===== src/rtl/cla_seq_pkg.sv =====
// Shared definitions for the byte-serial CLA add/subtract sequencer:
// state encoding, datapath byte width and the byte-counter width helper.
package cla_seq_pkg;

    localparam int BYTE_W = 8;

    typedef enum logic [1:0] {
        IDLE  = 2'd0,
        RUN   = 2'd1,
        FLUSH = 2'd2
    } state_t;

    // Width of a counter that must index bytes 0..nbytes-1 (at least 1 bit).
    function automatic int cnt_w(input int nbytes);
        return (nbytes <= 2) ? 1 : $clog2(nbytes);
    endfunction

endpackage


===== src/rtl/cla8.sv =====
// Combinational 8-bit carry-lookahead adder with carry-in.
// Every carry is built directly from generate/propagate terms and the
// carry-in (no rippling through lower carries). c7 is the carry into the
// top bit, which the sequencer needs for signed overflow detection.
module cla8
    import cla_seq_pkg::*;
(
    input  logic [BYTE_W-1:0] a,
    input  logic [BYTE_W-1:0] b,
    input  logic              cin,
    output logic [BYTE_W-1:0] sum,
    output logic              cout,
    output logic              c7
);

    logic [BYTE_W-1:0] g;
    logic [BYTE_W-1:0] p;
    logic [BYTE_W:0]   c;

    assign g    = a & b;
    assign p    = a ^ b;
    assign c[0] = cin;

    genvar gi;
    generate
        for (gi = 0; gi < BYTE_W; gi++) begin : g_carry
            logic cbit;

            // Lookahead carry into bit gi+1: OR of every generate term
            // propagated up to here, plus the carry-in propagated all the way.
            always_comb begin
                logic term;
                logic acc;
                term = cin;
                for (int j = 0; j <= gi; j++) term = term & p[j];
                acc = term;
                for (int k = 0; k <= gi; k++) begin
                    term = g[k];
                    for (int j = k + 1; j <= gi; j++) term = term & p[j];
                    acc = acc | term;
                end
                cbit = acc;
            end

            assign c[gi+1] = cbit;
        end
    endgenerate

    assign sum  = p ^ c[BYTE_W-1:0];
    assign cout = c[BYTE_W];
    assign c7   = c[BYTE_W-1];

endmodule


===== src/rtl/cla_byte_sequencer.sv =====
// Byte-serial multi-precision adder/subtractor around one shared cla8.
// Operand pairs arrive LS byte first; each result byte leaves through a
// registered valid/ready output stage. Carry/overflow/zero flags are
// reported when the final byte has been handed off.
// Optional feature macro: CLA_SEQ_SUB_EN enables subtraction via op_sub;
// without it the block is add-only and op_sub is kept only as a pin.
module cla_byte_sequencer
    import cla_seq_pkg::*;
#(
    parameter int NBYTES = 4
) (
    input  logic              clk,
    input  logic              rst_n,
    input  logic              start,
    input  logic              op_sub,
    input  logic              in_valid,
    output logic              in_ready,
    input  logic [BYTE_W-1:0] a_in,
    input  logic [BYTE_W-1:0] b_in,
    output logic              out_valid,
    input  logic              out_ready,
    output logic [BYTE_W-1:0] sum_out,
    output logic              out_last,
    output logic              busy,
    output logic              done,
    output logic              flag_c,
    output logic              flag_v,
    output logic              flag_z
);

    localparam int CW = cnt_w(NBYTES);
    localparam logic [CW-1:0] LAST_CNT = CW'(NBYTES - 1);

    state_t            state_reg;
    logic              sub_reg;
    logic              carry_reg;
    logic              zero_reg;
    logic [CW-1:0]     count_reg;

    logic              start_sub;
    logic              accept;
    logic              last_now;
    logic [BYTE_W-1:0] b_eff;
    logic [BYTE_W-1:0] s;
    logic              cout;
    logic              c7;

`ifdef CLA_SEQ_SUB_EN
    assign start_sub = op_sub;
`else
    // Add-only build: the pin exists but never influences the datapath.
    logic unused_op_sub;
    assign unused_op_sub = op_sub;
    assign start_sub     = 1'b0;
`endif

    // Take a new pair only when the output slot is empty or draining now.
    assign in_ready = (state_reg == RUN) && (!out_valid || out_ready);
    assign accept   = in_valid && in_ready;
    assign last_now = (count_reg == LAST_CNT);
    assign busy     = (state_reg != IDLE);
    assign b_eff    = b_in ^ {BYTE_W{sub_reg}};

    cla8 u_cla8 (
        .a    (a_in),
        .b    (b_eff),
        .cin  (carry_reg),
        .sum  (s),
        .cout (cout),
        .c7   (c7)
    );

    // Sequencer FSM with registered output stage and flag capture.
    always_ff @(posedge clk or negedge rst_n) begin
        if (!rst_n) begin
            state_reg <= IDLE;
            sub_reg   <= 1'b0;
            carry_reg <= 1'b0;
            zero_reg  <= 1'b0;
            count_reg <= '0;
            out_valid <= 1'b0;
            sum_out   <= '0;
            out_last  <= 1'b0;
            done      <= 1'b0;
            flag_c    <= 1'b0;
            flag_v    <= 1'b0;
            flag_z    <= 1'b0;
        end else begin
            done <= 1'b0;
            case (state_reg)
                IDLE: begin
                    if (start) begin
                        sub_reg   <= start_sub;
                        carry_reg <= start_sub;
                        count_reg <= '0;
                        zero_reg  <= 1'b1;
                        flag_c    <= 1'b0;
                        flag_v    <= 1'b0;
                        flag_z    <= 1'b0;
                        state_reg <= RUN;
                    end
                end
                RUN: begin
                    if (accept) begin
                        sum_out   <= s;
                        out_valid <= 1'b1;
                        out_last  <= last_now;
                        carry_reg <= cout;
                        zero_reg  <= zero_reg & (s == '0);
                        count_reg <= count_reg + 1'b1;
                        if (last_now) begin
                            flag_c    <= cout;
                            flag_v    <= cout ^ c7;
                            state_reg <= FLUSH;
                        end
                    end else if (out_ready) begin
                        out_valid <= 1'b0;
                    end
                end
                FLUSH: begin
                    if (out_valid && out_ready) begin
                        out_valid <= 1'b0;
                        flag_z    <= zero_reg;
                        done      <= 1'b1;
                        state_reg <= IDLE;
                    end
                end
                default: state_reg <= IDLE;
            endcase
        end
    end

endmodule


===== config.mk =====
export PLATFORM = sky130hd
export DESIGN_NAME = cla_byte_sequencer
export DESIGN_NICKNAME = d
export VERILOG_FILES = /design/src/rtl/cla_seq_pkg.sv /design/src/rtl/cla8.sv /design/src/rtl/cla_byte_sequencer.sv
export SDC_FILE = /design/constraint.sdc
export NUM_CORES = 1
export LEC_CHECK = 0
export CAP_MARGIN = 20
export CORE_MARGIN = 3
export CORE_UTILIZATION = 50
export DETAILED_ROUTE_END_ITERATION = 7
export GPL_TIMING_DRIVEN = 0
export PLACE_DENSITY = 0.84
export SETUP_SLACK_MARGIN = 0.3
export SKIP_CTS_REPAIR_TIMING = 1
export SLEW_MARGIN = 0
export SYNTH_ARGS = -nofsm -noshare
export SYNTH_HDL_FRONTEND = slang
export SYNTH_SLANG_ARGS = --single-unit

===== constraint.sdc =====
create_clock -name clk -period 5.35 [get_ports clk]
set_clock_uncertainty 0.2 [all_clocks]
set_input_delay 1.07 -clock clk [delete_from_list [all_inputs] [get_ports clk]]
set_output_delay 1.07 -clock clk [all_outputs]
set_load 0.05 [all_outputs]

# Word level (Yosys, flattened, before mapping)
# Index checks and enable logic that the tools add are counted.
[op_classes] eq_ne=8 n_bitwise=77 mux=28 n_reduce_logical=17 addsub=1
[ops] operator="$and A1 B1 Y1" n=37
[ops] operator="$or A1 B1 Y1" n=36
[ops] operator="$xor A8 B8 Y8" n=2
[ops] operator="$mux W1" n=14
[ops] operator="$mux W2" n=6
[ops] operator="$pmux W1 S2" n=6
[ops] operator="$reduce_and A3 Y1" n=3
[ops] operator="$and A8 B8 Y8" n=1
[ops] operator="$logic_not A8 Y1" n=1
[ops] operator="$ne A2 B2 Y1 const B" n=4
[ops] operator="$reduce_and A4 Y1" n=2
[ops] operator="$reduce_bool A2 Y1" n=4
[ops] operator="$pmux W2 S3" n=1
[ops] operator="$eq A2 B2 Y1 const B" n=2
[ops] operator="$pmux W2 S2" n=1
[ops] operator="$logic_and A1 B1 Y1" n=3
[ops] operator="$ne A3 B3 Y1 const B" n=1
[ops] operator="$add A2 B1 Y2 const B" n=1
[ops] operator="$eq A2 B1 Y1 const B" n=1
[ops] operator="$logic_not A2 Y1" n=1
[ops] operator="$reduce_and A2 Y1" n=1
[ops] operator="$logic_not A1 Y1" n=1
[ops] operator="$logic_or A1 B1 Y1" n=1
[ops] operator="$xor A1 B1 Y1" n=1
[word_totals] in_bits=22 word_cells=142 register_bits=20

# Longest topological paths before layout
[depth] ltp_word=21 depth_mapped=7

# By module
# A second synthesis with hierarchy kept.
[unflattened] hier_cells=121 hier_area_um2=1296.2
[by_module_without_submodules] mod="cla_byte_sequencer" n_inst=1 area_per_inst_um2=972.2 cells_each=82
[by_module_without_submodules] mod="cla8" n_inst=1 area_per_inst_um2=324.1 cells_each=39

# Worst setup path before layout
# OpenSTA, ideal clock, no wires.
[synth_timing] kind="input -> output" start="input port out_ready" end="output port in_ready" slack_ns=2.164 stages=2 arrival_time_ns=1.916 cell_sequence="clkinv_1 a211oi_2"
[synth_via] elab_chain_len=2
[synth_rtl] element="start, declared" line_no="cla_byte_sequencer.sv:21" source="input logic out_ready,"
[synth_rtl] element="$logic_or A1 B1 Y1" line_no="cla_byte_sequencer.sv:58" source="assign in_ready = (state_reg == RUN) && (!out_valid || out_ready);"
[synth_rtl] element="$logic_and A1 B1 Y1" line_no="cla_byte_sequencer.sv:58"
[synth_rtl] element="end, declared" line_no="cla_byte_sequencer.sv:17" source="output logic in_ready,"
# Every way passes these cells.

# Worst setup path after layout
# Ends and elaborated chain as after synthesis.

==> summary.txt <==
CTS
  – Worst-Skew Late Latency: 310 ps
  – CTS H-tree depth: 1
  – CTS tree: built
  – CTS sink count: 20
  – Root Buffer: clkbuf_4
  – Clk pin slew, worst setup/hold paths: 120 ps
  – Total CTS buffers: 3
  – Clock Path Buffers: 2

Route
  – DRC: 0
  – Final ANT Viol Nets: 0
  – Total number of vias: 1102
  – WL final: 2810 um
  – Pre-antenna DRT Iters: 5
  – DRT met1 WL: 1180 um
  – Vias/cell: 5.54
  – Top sig layer: met4
  – DRT iter0 DRCs: 21
  – Post-DR wirelength/cell: 14.1 um
  – DR WL met3: 164 um
  – Routed wl met2: 1420 um

Timing
  – Slew @ Worst Pin: 893 ps
  – Tmin final: 4020 ps
  – Final setup viols: 0
  – Post-route setup TNS: 0 ps
  – Slew Viols, Final: 0
  – Period utilization: 0.752
  – Max_slew headroom: 0.403
  – Final Hold Fails: 0
  – Fmax: 248 MHz
  – Crit path setup slack, layout: 1330 ps
  – RSZ-0062 raised after global routing: no

Placed design
  – GPL Wtd Cong: 0.911
  – Setup slack at placement: 1320 ps
  – HPWL after DPL: 2260 um
  – Port buffer count: 36

Global route
  – Initial antenna violation count: 0
  – Total gr overflow: 0
  – First-pass GRT wire length: 4930 um
  – Total Routing Usage GR: 0.196
  – Largest net degree at the start of global routing: 21
  – Vias in the first global route: 1092

Finish
  – Share of post-route cells with drive strength above 1: 0.0877
  – Number of flip-flops in the largest register: 8
  – Most common cell after layout, fill and taps aside: clkdlybuf4s50_1
  – Area Overhead vs Synth: 35.3%
  – Fin nets: 205
  – Layout fillers: 171
  – N_diodes: 0
  – Most frequent cells in the layout: clkdlybuf4s50_1 (36), dfrtp_1 (20), nand2_1 (18)

Worst setup path
  – Critical-path cell list: clkdlybuf4s50_1 -> clkinv_1 -> a211oi_2 -> clkdlybuf4s50_1
  – Top cell by count, worst path: clkdlybuf4s50_1
  – Worst setup SP type: input port
  – Crit Path Category: input port to output port
  – Required time worst endpoint: 4080 ps
  – Buf+Inv Stages, Crit Path: 3
  – Worst Path Arrival: 2750 ps
  – Critical Path Slowest Stage Cell: clkdlybuf4s50_1
  – Worst setup startpoint: out_ready
  – Crit Path Max Fanout: 3
  – Critical Path End Type: output port
  – RR Startpoint: carry_reg
  – Crit path max-delay family: buffers and inverters
  – Critical path's largest stage delay: 850 ps

Yosys
  – Post-synthesis sequential area ratio: 0.394
  – Compound-cell area share of the yosys netlist: 0.202
  – Yosys reg bits: 20
  – Largest family of logic cells by synthesized area: compound AO/OA/AOI/OAI gates
  – Simple-Gate Fraction of Synth Area: 0.144
  – Adder-cell share of the synthesized area: 0.114
  – Syn Inst Count: 131
  – Xor/xnor share of the synthesized area: 0.0483
  – Cell area after synthesis: 1270 um2
  – Synth warn: 0
  – Post-synth cell types: 47
  – Avg Cell Area, Syn: 9.69 um2
  – Syn_nets: 164
  – Multiplexer share of the synthesized area: 0.0670

Worst hold path
  – Worst hold path type: flop to flop
  – Worst hold start: sum_out[4]

Power and ir drop
  – Peak supply drop: 0.381 mV
  – PD cells: 526 nW/um2
  – LEAKAGE: 0.000756 uW
  – Switching Share: 0.463
  – Psw: 419 uW
  – Internal power: 485 uW
  – Logic gate share of total power: 0.576
  – Seq pwr share: 0.285
  – Clock power share: 0.139

Floorplanning
  – Core area: 2320 um2
  – # IOs: 38
  – Die Height: 56.4 um
  – Die W: 56.4 um
  – Initial Util: 0.548
  – Die Area: 3180 um2
  – Num rows: 17

Flow run
  – Max Cap Viol: 0

Outcome
  – Outcome: finished clean
-- cell usage after synthesis (all sizes together) --
library cell | n | area share
dfrtp | 20 | 0.39
nand2 | 18 | 0.053
o21ai | 14 | 0.058
ha | 10 | 0.099
nor2 | 8 | 0.024
xnor2 | 5 | 0.034
clkbuf | 4 | 0.012
inv | 4 | 0.012
mux2 | 4 | 0.035
mux2i | 4 | 0.032
nand3 | 3 | 0.012
o21a | 3 | 0.024
a211oi | 2 | 0.016
a21oi | 2 | 0.0079
a22o | 2 | 0.014
nor3 | 2 | 0.0079
o22ai | 2 | 0.015
or2 | 2 | 0.0099
xor2 | 2 | 0.014
a2111oi | 1 | 0.0079
a21boi | 1 | 0.0059
a21o | 1 | 0.0059
a221o | 1 | 0.0079
a31oi | 1 | 0.0049
a32o | 1 | 0.0079
a41oi | 1 | 0.0069
and2 | 1 | 0.0049
and3 | 1 | 0.0049
and3b | 1 | 0.0069
buf | 1 | 0.0039
clkinv | 1 | 0.0030
fa | 1 | 0.016
nand2b | 1 | 0.0049
nor2b | 1 | 0.0049
nor3b | 1 | 0.0059
o22a | 1 | 0.0079
o311ai | 1 | 0.0069
o31ai | 1 | 0.0059
or3 | 1 | 0.0049
-- worst min-delay path, cell delays in order, from the launching register on --
cell and delay [ps]:
dfrtp_1 360, nand2_1 50, o21ai_1 60
-- power groups by stage --
| stage | clock, uW | combinational (uW) | sequential [uW] |
|---|---|---|---|
| after floorplan | 0 | 213 | 400 |
| after global placement | 0 | 511 | 255 |
| after detailed placement | 0 | 523 | 261 |
| after CTS | 130 | 525 | 258 |
| after global routing | 138 | 560 | 268 |
| final | 126 | 521 | 257 |
-- metal layers --
layer  vias to the layer above  GRT usage
met5                         -          0
met4                         0     0.0814
met3                         4     0.0391
met2                        37      0.331
met1                       512      0.244
li1                        549          -
-- final timing paths --
kind | endpoint | slack [ps] | cells after the start
setup reg to reg | carry_reg | 3100 | 6
hold reg to reg | sum_out[4] | 300 | 2
min in group asynchronous | out_last | 1050 | 1
hold / removal | sum_out[4] | 300 | 2
max in group asynchronous | sum_out[4] | 3350 | 1
setup / recovery | in_ready | 1330 | 4
-- kinds of logic (layout without fill, tap and decap cells) --
group / Yosys count / after routing
DFF: 20 / 20
and+or+nand+nor: 40 / 40
muxes: 8 / 8
xor gates and xnor gates: 7 / 7
buffers and inverters: 10 / 50
AOI/OAI and AO/OA: 35 / 35
adders and majority gates: 11 / 11
-- area by class of cell --
| cell class | instances | area [um2] | share of cell area |
|---|---|---|---|
| buffer | 5 | 20.0 | 0.0117 |
| multi-input combinational | 101 | 731 | 0.425 |
| timing repair buffer | 36 | 360 | 0.210 |
| inverter | 5 | 18.8 | 0.0109 |
| clock buffer | 3 | 22.5 | 0.0131 |
| sequential | 20 | 500 | 0.291 |
| clock inverter | 1 | 30.0 | 0.0175 |
| tap | 28 | 35.0 | 0.0204 |
-- per-stage QoR --
step | total power [uW] | util | cells | hold slack (ps) | area (um2)
2_1_floorplan | 613 | - | 131 | 259 | 1270
3_3_place_gp | 767 | 0.718 | 195 | 262 | 1670
3_5_place_dp | 784 | 0.718 | 195 | 275 | 1670
4_1_cts | 912 | 0.741 | 199 | 305 | 1720
5_1_grt | 966 | 0.741 | 199 | 333 | 1720
6_report | 904 | 0.741 | 199 | 300 | 1720
Note: power is estimated with default switching activity, not from simulation.
